[src/rtl/ets_pkg.sv]
// Shared types and defaults for the ETS clock-generator phase-shift control.
package ets_pkg;

    localparam int ETS_STEP_W       = 9;
    localparam int ETS_MAX_STEP     = 255;
    localparam int ETS_MIN_STEP     = -255;
    localparam int ETS_DONE_TIMEOUT = 1023;

    // Fixed DCM PHASE_SHIFT attribute; all sequencer offsets are relative to it.
    localparam int ETS_CAL_OFFSET   = 64;

    typedef enum logic [2:0] {
        ST_WAIT_LOCK,
        ST_IDLE,
        ST_ISSUE,
        ST_WAIT_DONE,
        ST_ERROR
    } ets_state_e;

endpackage

[src/rtl/ets_ps_timeout.sv]
// Loadable up/down cycle counter that flags when the count reaches LIMIT.
module ets_ps_timeout #(
    parameter int LIMIT = 1023,
    parameter int CNT_W = $clog2(LIMIT + 1)
) (
    input  logic             clk,
    input  logic             rst_n,
    input  logic             clr,
    input  logic             load,
    input  logic [CNT_W-1:0] load_val,
    input  logic             en,
    input  logic             up,
    output logic             expired
);

    logic [CNT_W-1:0] count_q, count_d;

    always_comb begin
        count_d = count_q;
        if (clr) begin
            count_d = '0;
        end else if (load) begin
            count_d = load_val;
        end else if (en) begin
            count_d = up ? count_q + 1'b1 : count_q - 1'b1;
        end
    end

    // Asserted in the cycle whose edge brings the count to LIMIT, so the caller
    // changes state on that same edge.
    assign expired = en && !clr && !load && (count_d == CNT_W'(LIMIT));

    always_ff @(posedge clk or negedge rst_n) begin
        if (!rst_n) begin
            count_q <= '0;
        end else begin
            count_q <= count_d;
        end
    end

endmodule

[src/rtl/ets_phase_sequencer.sv]
// Steps the DCM variable phase shift one PSEN at a time towards a clamped signed
// target, tracking the applied offset and handling lock loss, overflow and timeout.
module ets_phase_sequencer
    import ets_pkg::*;
#(
    parameter int STEP_W       = ETS_STEP_W,
    parameter int MAX_STEP     = ETS_MAX_STEP,
    parameter int MIN_STEP     = ETS_MIN_STEP,
    parameter int DONE_TIMEOUT = ETS_DONE_TIMEOUT
) (
    input  logic                     ref_clk,
    input  logic                     reset_n,
    input  logic                     req_valid,
    output logic                     req_ready,
    input  logic signed [STEP_W-1:0] req_target,
    output logic                     done,
    output logic                     busy,
    output logic signed [STEP_W-1:0] cur_offset,
    output logic                     error,
    input  logic                     dcm_locked,
    input  logic                     dcm_overflow,
    input  logic                     ps_done,
    output logic                     ps_en,
    output logic                     ps_incdec
);

    localparam logic signed [STEP_W-1:0] MAX_S = STEP_W'(MAX_STEP);
    localparam logic signed [STEP_W-1:0] MIN_S = STEP_W'(MIN_STEP);
    localparam logic signed [STEP_W-1:0] ONE_S = STEP_W'(1);

    ets_state_e               state_q, state_d;
    logic signed [STEP_W-1:0] cur_q, cur_d;
    logic signed [STEP_W-1:0] tgt_q, tgt_d;
    logic signed [STEP_W-1:0] clamped, stepped;
    logic                     incdec_q, incdec_d;
    logic                     done_q, done_d;
    logic                     err_q, err_d;
    logic                     accept;
    logic                     tmo_clr, tmo_en, tmo_expired;

    ets_ps_timeout #(
        .LIMIT(DONE_TIMEOUT)
    ) u_timeout (
        .clk     (ref_clk),
        .rst_n   (reset_n),
        .clr     (tmo_clr),
        .load    (1'b0),
        .load_val('0),
        .en      (tmo_en),
        .up      (1'b1),
        .expired (tmo_expired)
    );

    always_comb begin
        if (req_target > MAX_S) begin
            clamped = MAX_S;
        end else if (req_target < MIN_S) begin
            clamped = MIN_S;
        end else begin
            clamped = req_target;
        end
        stepped = incdec_q ? cur_q + ONE_S : cur_q - ONE_S;
        accept  = req_valid && req_ready;
    end

    always_ff @(posedge ref_clk or negedge reset_n) begin
        if (!reset_n) begin
            state_q  <= ST_WAIT_LOCK;
            cur_q    <= '0;
            tgt_q    <= '0;
            incdec_q <= 1'b0;
            done_q   <= 1'b0;
            err_q    <= 1'b0;
        end else begin
            state_q  <= state_d;
            cur_q    <= cur_d;
            tgt_q    <= tgt_d;
            incdec_q <= incdec_d;
            done_q   <= done_d;
            err_q    <= err_d;
        end
    end

    always_comb begin
        state_d  = state_q;
        cur_d    = cur_q;
        tgt_d    = tgt_q;
        incdec_d = incdec_q;
        done_d   = 1'b0;
        err_d    = err_q;

        if (!dcm_locked) begin
            // Lock loss outranks everything; the DCM re-locks at its calibration phase.
            state_d = ST_WAIT_LOCK;
            cur_d   = '0;
        end else begin
            case (state_q)
                ST_WAIT_LOCK: begin
                    cur_d   = '0;
                    state_d = ST_IDLE;
                end
                ST_IDLE, ST_ERROR: begin
                    if (accept) begin
                        tgt_d = clamped;
                        err_d = 1'b0;
                        if (clamped == cur_q) begin
                            done_d  = 1'b1;
                            state_d = ST_IDLE;
                        end else begin
                            incdec_d = (clamped > cur_q);
                            state_d  = ST_ISSUE;
                        end
                    end
                end
                ST_ISSUE: begin
                    if (dcm_overflow) begin
                        err_d   = 1'b1;
                        state_d = ST_ERROR;
                    end else begin
                        state_d = ST_WAIT_DONE;
                    end
                end
                ST_WAIT_DONE: begin
                    if (dcm_overflow) begin
                        err_d   = 1'b1;
                        state_d = ST_ERROR;
                    end else if (ps_done) begin
                        cur_d = stepped;
                        if (stepped == tgt_q) begin
                            done_d  = 1'b1;
                            state_d = ST_IDLE;
                        end else begin
                            state_d = ST_ISSUE;
                        end
                    end else if (tmo_expired) begin
                        err_d   = 1'b1;
                        state_d = ST_ERROR;
                    end
                end
                default: begin
                    state_d = ST_WAIT_LOCK;
                    cur_d   = '0;
                end
            endcase
        end
    end

    always_comb begin
        req_ready  = dcm_locked && ((state_q == ST_IDLE) || (state_q == ST_ERROR));
        busy       = (state_q == ST_ISSUE) || (state_q == ST_WAIT_DONE);
        ps_en      = (state_q == ST_ISSUE);
        tmo_clr    = (state_q == ST_ISSUE);
        tmo_en     = (state_q == ST_WAIT_DONE);
        ps_incdec  = incdec_q;
        done       = done_q;
        error      = err_q;
        cur_offset = cur_q;
    end

endmodule

[config.mk]
export PLATFORM = sky130hd
export DESIGN_NAME = ets_phase_sequencer
export DESIGN_NICKNAME = d
export VERILOG_FILES = /design/src/rtl/ets_pkg.sv /design/src/rtl/ets_ps_timeout.sv /design/src/rtl/ets_phase_sequencer.sv
export SDC_FILE = /design/constraint.sdc
export NUM_CORES = 1
export LEC_CHECK = 0
export ABC_AREA = 0
export CORE_ASPECT_RATIO = 0.75
export CORE_MARGIN = 1
export CORE_UTILIZATION = 41
export CTS_BUF_LIST = sky130_fd_sc_hd__clkbuf_4
export CTS_CLUSTER_SIZE = 16
export DETAILED_ROUTE_END_ITERATION = 8
export RECOVER_POWER = 25
export REMOVE_ABC_BUFFERS = 1
export SETUP_SLACK_MARGIN = 0.2
export SLEW_MARGIN = 20
export SYNTH_ARGS = -nofsm -noshare
export SYNTH_HDL_FRONTEND = slang
export SYNTH_HIERARCHICAL = 1
export SYNTH_SLANG_ARGS = --single-unit
[constraint.sdc]
create_clock -name ref_clk -period 5.6 [get_ports ref_clk]
set_clock_uncertainty 0.15 [all_clocks]
set_input_delay 1.12 -clock ref_clk [delete_from_list [all_inputs] [get_ports ref_clk]]
set_output_delay 1.12 -clock ref_clk [all_outputs]
set_load 0.03 [all_outputs]
* Word-level counts from Yosys, hierarchy flattened *
Cells that the tools add are included.
W data, S select, Z words.

storage, ports and cells
  output and inout bits = 15
  bits of input ports = 15
  flip-flop bits (word level) = 34
  word-level logic and storage cells = 77

cells by class
  mux-type cells = 31
  add/subtract/negate cells = 3
  equality and inequality tests = 16
  magnitude comparators = 3
  bitwise gates (word level) = 1
  reduce and logical (&&, ||, !) cells = 16

operators by type and width
  operator                 count
  $mux W9                  6
  $mux W10                 2
  $eq A9 B9 Y1             2
  $mux W3                  6
  $pmux W9 S2              1
  $ne A3 B3 Y1 const B     5
  $pmux W3 S4              1
  $mux W1                  11
  $add A10 B1 Y10 const B  1
  $eq A10 B10 Y1 const B   1
  $add A9 B2 Y9 const B    1
  $gt A9 B9 Y1             1
  $gt A9 B9 Y1 const B     1
  $lt A9 B9 Y1 const B     1
  $sub A9 B2 Y9 const B    1
  $eq A3 B2 Y1 const B     2
  $ne A2 B2 Y1 const B     3
  $reduce_and A3 Y1        2
  $reduce_and A6 Y1        1
  $ne A5 B5 Y1 const B     1
  $logic_and A1 B1 Y1      4
  $mux W2                  2
  $reduce_and A4 Y1        1
  $eq A3 B1 Y1 const B     1
  11 further kinds         12

* Depth between registers and ports, before layout *
Gate-level depths: netlist of the first run.

  depth after elaboration = 10
  depth in mapped cells = 15
  mapped depth without buffers = 15

* By module *
The synthesis of the first run kept the hierarchy.

by module, submodules not included
  module               area an instance (um2)  times used  cells each  sequential area each (um2)
  ets_phase_sequencer  1868.0                  1           207         600.6
  ets_ps_timeout       1023.5                  1           124         250.2

* Worst setup path before layout of the first run *
Ideal clock, no wire load.

  path kind = input -> register
  start point = in req_target[6]
  end point = reg state_q[0]
  stages on the path = 11
  data required time = 5.384 ns
  data arrival time = 3.623 ns
  path buffers = 0
  slack = 1.761 ns
  library setup time = 0.066 ns
  cell sequence = or4_1 > o21ai_0 > ha_1 > nor2b_1 > ha_1 > nand3_1 > or3_1 > maj3_1 > o32a_1 > o32a_1 > nand2_1

on the way
  longest elaborated chain between the ends = 8
  elaborated cells between the ends (all ways) = 9
  classes of those cells = order compare: 2; eq/ne: 1; mux: 6

RTL lines
  item                  RTL line                    RTL
  start, declared       ets_phase_sequencer.sv:15   input logic signed [STEP_W-1:0] req_target,
  $lt A9 B9 Y1          ets_phase_sequencer.sv:57   end else if (req_target < MIN_S) begin
  $mux W9               ets_phase_sequencer.sv:57
  $mux W9 *             ets_phase_sequencer.sv:55   if (req_target > MAX_S) begin
  named net clamped[6]  ets_phase_sequencer.sv:34   logic signed [STEP_W-1:0] clamped, stepped;
  $eq A9 B9 Y1 *        ets_phase_sequencer.sv:106  if (clamped == cur_q) begin
  $mux W2 *             ets_phase_sequencer.sv:106
  $mux W3 *             ets_phase_sequencer.sv:103  if (accept) begin
  $pmux W3 S4 *         ets_phase_sequencer.sv:97   case (state_q)
  $mux W3 *             ets_phase_sequencer.sv:92   if (!dcm_locked) begin
  end signal, assigned  ets_phase_sequencer.sv:75   state_q <= state_d;
  end, declared         ets_phase_sequencer.sv:31   ets_state_e state_q, state_d;

Mark *: on every way through the listed nets, which the timed path passes. The rest lies on a longest branch. The select of a mux whose other input is x is not followed.
A chain may end at the register's enable or synchronous reset.

* Worst setup path in the final report of the first run *
Same ends and word-level chain as after synthesis.

==> results of run 1 <==
## area by class of cell
type	count	area [um2]	area share, %
clock buffers	5	37.5	1.11
clock inverters	3	63.8	1.89
inverters	21	78.8	2.33
multi-input cells	273	1950	57.6
flip-flops and latches	34	851	25.2
well taps	84	105	3.11
repair buffers	31	299	8.84
## how the worst max path moves through the flow
stage / to / slack, ns
6_report: state_q[0] / 1.39
5_1_grt: state_q[0] / 1.28
4_1_cts: state_q[0] / 1.43
3_5_place_dp: state_q[0] / 1.06
3_3_place_gp: state_q[0] / 1.15
2_1_floorplan: state_q[0] / 1.76
## routing by layer
layer	up-vias	global-route usage (%)
met4	0	5.47
met2	49	27.7
met1	1211	33.4
met5	-	0
li1	1261	-
met3	2	3.44
## per-stage QoR
| step | cells | setup WS (ns) | power (uW) | util (%) | hold WS (ns) |
|---|---|---|---|---|---|
| detailed placement | 443 | 1.06 | 1140 | 48.3 | 0.319 |
| global placement | 443 | 1.15 | 1130 | 48.3 | 0.318 |
| finish | 451 | 1.39 | 1390 | 49.7 | 0.352 |
| floorplan | 328 | 1.76 | 964 | - | 0.320 |
| global route | 451 | 1.28 | 1510 | 49.7 | 0.392 |
| CTS | 451 | 1.43 | 1390 | 49.8 | 0.353 |
## synth_stat cells (2+ instances only)
| cell | count | area (um2) |
|---|---|---|
| nand4_1 | 6 | 37.5 |
| dfrtp_1 | 34 | 851 |
| fa_1 | 2 | 40.0 |
| a22o_1 | 5 | 43.8 |
| xnor2_1 | 10 | 87.6 |
| a21o_1 | 6 | 45.0 |
| nor4_1 | 2 | 12.5 |
| nor2b_1 | 14 | 87.6 |
| nor3b_1 | 3 | 22.5 |
| nor2_1 | 23 | 86.3 |
| and3_1 | 3 | 18.8 |
| conb_1 | 2 | 7.51 |
| a31oi_1 | 4 | 25.0 |
| or3_1 | 4 | 25.0 |
| o31ai_1 | 3 | 22.5 |
| buf_2 | 3 | 15.0 |
| a211o_1 | 3 | 26.3 |
| o21ai_1 | 4 | 20.0 |
| nand2b_1 | 3 | 18.8 |
| mux2i_1 | 2 | 20.0 |
| nand3_1 | 10 | 50.1 |
| ha_1 | 25 | 313 |
| nor4b_1 | 2 | 17.5 |
| a211oi_1 | 3 | 22.5 |
| buf_1 | 3 | 11.3 |
| o211a_1 | 2 | 20.0 |
| inv_1 | 20 | 75.1 |
| mux2_1 | 5 | 56.3 |
| nand3b_1 | 5 | 37.5 |
| mux2_2 | 3 | 33.8 |
| xor2_1 | 11 | 96.3 |
| o32a_1 | 2 | 20.0 |
| or4_1 | 3 | 22.5 |
| o21ai_0 | 15 | 75.1 |
| nand2_1 | 23 | 86.3 |
| clkbuf_1 | 9 | 33.8 |
| a21oi_1 | 18 | 90.1 |
| nor3_1 | 8 | 40.0 |
| a311oi_1 | 3 | 26.3 |
## worst max-delay path: stages
cell and delay, ns:
clkdlybuf4s50_1 0.42, or4_1 0.55, o21ai_0 0.22, ha_1 0.35, nor2b_1 0.21, ha_1 0.17, nand3_1 0.09, or3_1 0.46
maj3_1 0.38, o32a_1 0.17, o32a_1 0.15, nand2_1 0.06
## cells by family after synthesis
| group | after synthesis | share of synthesized area [%] |
|---|---|---|
| AO/OA/AOI/OAI | 82 | 19.9 |
| XOR/XNOR | 22 | 7.14 |
| adder cells (fa/ha/maj) | 28 | 12.5 |
| buffers and inverters | 36 | 4.80 |
| flip-flops | 34 | 29.4 |
| multiplexers | 10 | 3.81 |
| other | 2 | 0.260 |
| AND/OR/NAND/NOR | 117 | 22.1 |
## state kept, by name, indices dropped and copies added (netlist names)
signal,count
cur_offset,9
done,1
error,1
ps_incdec,1
state_q,3
tgt_q,9
u_timeout/count_q,10
## layout by cell type, fill, tap and decap left out, drive strengths merged, types with 8 or more instances in the layout
cell type      netlist  final
nor2                23     23
nand3               10     10
mux2                 8      8
xor2                11     11
dfrtp               34     34
conb                 2     14
xnor2               10     10
a21oi               19     19
nand2               23     23
o21ai               20     20
inv                 20     20
nor2b               14     14
ha                  25     25
nor3                 8      8
clkdlybuf4s50        0     28
## where the power goes
group | total (uW) | leakage, uW | internal (uW) | switching, uW
clock network | 239 | 0.0000528 | 138 | 101
logic | 757 | 0.00100 | 336 | 421
registers | 399 | 0.000437 | 320 | 78.5
==> qor.yml, run 1 <==
rr_worst_depth: 15
ios: 30
p_leak_uw: 0.00149
cts-root-buf: "clkbuf_4"
antenna_found_initial: 0
synth_ff_type: "dfrtp_1"
clk_path_buf_depth: 2
timing.final.hold_violations: 0
first_pass_iters: 4
holdCritPathClass: "register to register"
cts.repair.resized: 0
r2r_setup_slack_ns: 1.67
yosysSeqAreaShare_pct: 29.4
drc: 0
postRouteWirelength_um: 7080
synth_edf_count: 0
cts_buffers: 5
ir_drop_mv: 0.200
overflow: 0
clk_pin_slew_ns: 0.13
final_area_um2: 3380
nFillCells: 640
drt_iter0_drc: 161
die_x_um: 99.0
relSlewSlack_pct: -33.6
num_rows: 26
fp.dieH_um: 74.7
place_hpwl_um: 5290
syn_area_per_cell_um2: 8.74
num_vias: 2523
fmax_mhz: 237
grt_use_total_pct: 20.7
coreArea_um2: 6800
clock_sinks: 34
place_congestion: 0.858
wirelength_met1_um: 4040
critical_path_class: "input pin to register"
r2r-start: "state_q[2]"
drv_slew: 35
critical_path_arrival_ns: 4.37
grt_pass1_vias: 2323
syn_to_final_growth_pct: 17.0
start_util_pct: 42.5
outcome: "finished, violations left"
post-route-min-period_ns: 4.21
violations: "max-capacitance violations, max-slew violations"
post-cts-setup-buffer-count: 0
power-per-cell-area_nw_per_um2: 412
async_reset_ff_share_pct: 100
drive_above_1_share_pct: 5.45
met3WireLength_um: 325
ys_seq_elements: 34
critPathMaxFanout: 8
cp.required_ns: 5.76
final.setup.tns_ns: 0
hold_start: "error"
hold_buffers: 0
cts_max_level: 2
cts_tree: "yes"
dpl_cell_area_um2: 3280
synth.distinct_cells: 64
vias_per_cell: 5.59
fin_nets: 408
startpoint_type: "input pin"
grt_max_degree: 35
wl_met2_um: 2690
clk_latency_ns: 0.36
antenna_cells: 0
dieArea_um2: 7400
fin_crit_sh_pct: 75.3
min_path_cells: 1
top_layer: "met4"
portBuffers: 29
ant_nets: 0
rr_endpoint: "state_q[0]"
syn_inst: 331
setup_viol: 0
avgRoutedWirePerCell_um: 15.7
grt_pass1_wl_um: 11800
min_to: "error"
drv_cap: 1
synth_area_um2: 2890
worstMarginPinSlew_ns: 2.00
yosysWarnings: 6
end_kind: "register"
rsz0062_at_grt: "no"
startpoint: "req_target[6]"
Power figures use the tool's default switching activity.
==> inputs of run 2 (changes only) <==
==> constraint.sdc (replaced) <==
create_clock -name ref_clk -period 3.7 [get_ports ref_clk]
set_clock_uncertainty 0.15 [all_clocks]
set_input_delay 0.74 -clock ref_clk [delete_from_list [all_inputs] [get_ports ref_clk]]
set_output_delay 0.74 -clock ref_clk [all_outputs]
set_load 0.03 [all_outputs]
==> qor.yml, run 2 (synthesized netlist as in run 1, its figures left out) <==
setup_viol: 0  # unchanged
final_cell_mix: "dfrtp_1, clkdlybuf4s50_1, nor2_1, nand2_1, ha_1"
drv_cap: 1  # unchanged
end_kind: "register"
first_pass_iters: 4  # unchanged
grt_use_total_pct: 21.0  # +0.29 points
post-route-min-period_ns: 3.49
ant_nets: 0  # unchanged
grt_pass1_wl_um: 12000  # +1.7%
final_area_um2: 3570  # +5.7%
dieArea_um2: 7400  # unchanged
dpl_cell_area_um2: 3370  # +2.7%
place_congestion: 0.877  # +2.2%
cts-root-buf: "clkbuf_4"
critPathMaxFanout: 8  # unchanged
p_leak_uw: 0.00157  # +5.3%
power-per-cell-area_nw_per_um2: 582  # +41%
postRouteWirelength_um: 7320  # +3.4%
startpoint_type: "input pin"
num_vias: 2589  # +2.6%
drt_iter0_drc: 144  # -11%
fmax_mhz: 286
vias_per_cell: 5.57  # -0.47%
syn_to_final_growth_pct: 23.6
hold_buffers: 0  # unchanged
dp_slack_ns: -0.373  # -1.43 ns
antenna_found_initial: 0  # unchanged
place_hpwl_um: 5470  # +3.2%
drive_above_1_share_pct: 13.9  # +8.5 points
holdCritPathClass: "register to register"
drc: 0  # unchanged
clk_path_buf_depth: 2  # unchanged
cts_tree: "yes"
timing.final.hold_violations: 0  # unchanged
grt_pass1_vias: 2309  # -0.60%
worstMarginPinSlew_ns: 1.96  # -0.0386 ns
clock_sinks: 34  # unchanged
grt_max_degree: 35  # unchanged
path_buf_inv: 1  # unchanged
cts_buffers: 5  # unchanged
layout_commonest_cell: "dfrtp_1"
regMostFlops: "u_timeout/count_q"
outcome: "finished, violations left"
ios: 30  # unchanged
holdWs_ns: 0.363  # +0.0116 ns
relSlewSlack_pct: -31.0  # +2.6 points
critPathMaxStageDelay_ns: 0.57  # +0.02 ns
die_x_um: 99.0  # unchanged
crit_chain: "clkdlybuf4s50_1 > or4_4 > o21ai_4 > ha_4 > nor2b_1 > ha_1 > nand3_2 > or3_4 > maj3_2 > o32a_1 > o32a_1 > nand2_1"
finish.utilization_pct: 52.6  # +2.8 points
rsz0062_at_grt: "yes"
dp.cells: 453  # +2.3%
clk_pin_slew_ns: 0.12  # about the same
cp.required_ns: 3.84  # -1.92 ns
fp.dieH_um: 74.7  # unchanged
cp_slowest_cell: "or4_4"
avgRoutedWirePerCell_um: 15.7  # +0.25%
largest_register_ffs: 10  # unchanged
critical_path_arrival_ns: 3.63  # -0.74 ns
coreArea_um2: 6800  # unchanged
critPathTopFamily: "simple AND/OR/NAND/NOR gates"
overflow: 0  # unchanged
setup_ws_ns: 0.209  # -1.18 ns
ir_drop_mv: 0.297  # +48%
nFillCells: 631  # -1.4%
portBuffers: 29  # unchanged
num_rows: 26  # unchanged
instances_no_fill: 465  # +3.1%
fin_crit_sh_pct: 94.4
clk_latency_ns: 0.34  # -0.02 ns
start_util_pct: 42.5  # unchanged
violations: "max-capacitance violations, max-slew violations"
cts_max_level: 2  # unchanged
critical_path_class: "input pin to register"
antenna_cells: 0  # unchanged
fin_nets: 422  # +3.4%
drv_slew: 35  # unchanged
cpMostUsedCell: "o32a_1"
[run 2: cell count changes in the layout (fill, tap and decap cells not counted), moves of 2 or more]
cell       before  now
nor4_1          2    0
nor4_2          1    3
or4_1           3    1
buf_4           2   15
ha_4            0    2
or4_4           0    2
nor2b_1        14   11
ha_1           25   23
bufinv_16       2    0
nor2b_2         0    2
[run 2: stage by stage]
step / power (uW) / TNS (ns)
after floorplan: 1460 / -0.423
after global placement: 1760 / -0.589
after detailed placement: 1780 / -0.816
after CTS: 2060 / 0
after global routing: 2260 / 0
final: 2080 / 0
[run 2: layout make-up]
class	instances	area, um2	area share, %
Multi-Input combinational cell	273	2070	57.8
Inverter	21	78.8	2.21
Clock buffer	6	45.0	1.26
Timing Repair Buffer	45	417	11.7
Sequential cell	34	852	23.8
Clock inverter	2	8.76	0.245
Tap cell	84	105	2.94
[run 2: path summary, 6_finish.rpt]
check | slack, ns | depth (start not counted) | to | from
max | 0.21 | 12 | state_q[0] | req_target[6]
min | 0.36 | 1 | error | error
max reg2reg | 0.26 | 13 | state_q[0] | u_timeout/count_q[0]
min reg2reg | 0.36 | 1 | error | error
max in group asynchronous | 1.37 | 1 | u_timeout/count_q[0] | reset_n
min in group asynchronous | 0.78 | 1 | u_timeout/count_q[2] | reset_n
[run 2: repair_timing]
item / CTS / global route
endpoints found under the hold margin: 0 / 0
buffers inserted: 2 / 2
endpoints found under the setup margin: 4 / 5
gates resized for setup: 15 / 10
pin swaps: 8 / 8
[run 2: power breakdown]
part	leakage [uW]	switching (uW)	internal, uW
clock	0.0000331	143	78.9
combinational	0.00111	694	578
sequential	0.000436	100	486
[run 2: metal layers]
layer	share of wire, %	routed length [um]	vias to the layer above	global-route usage (%)
li1	-	-	1296	-
met1	55	4020	1226	34.4
met2	39	2890	62	28.0
met3	4.9	358	5	3.34
met4	0.66	48	0	4.98
met5	0	0	-	0
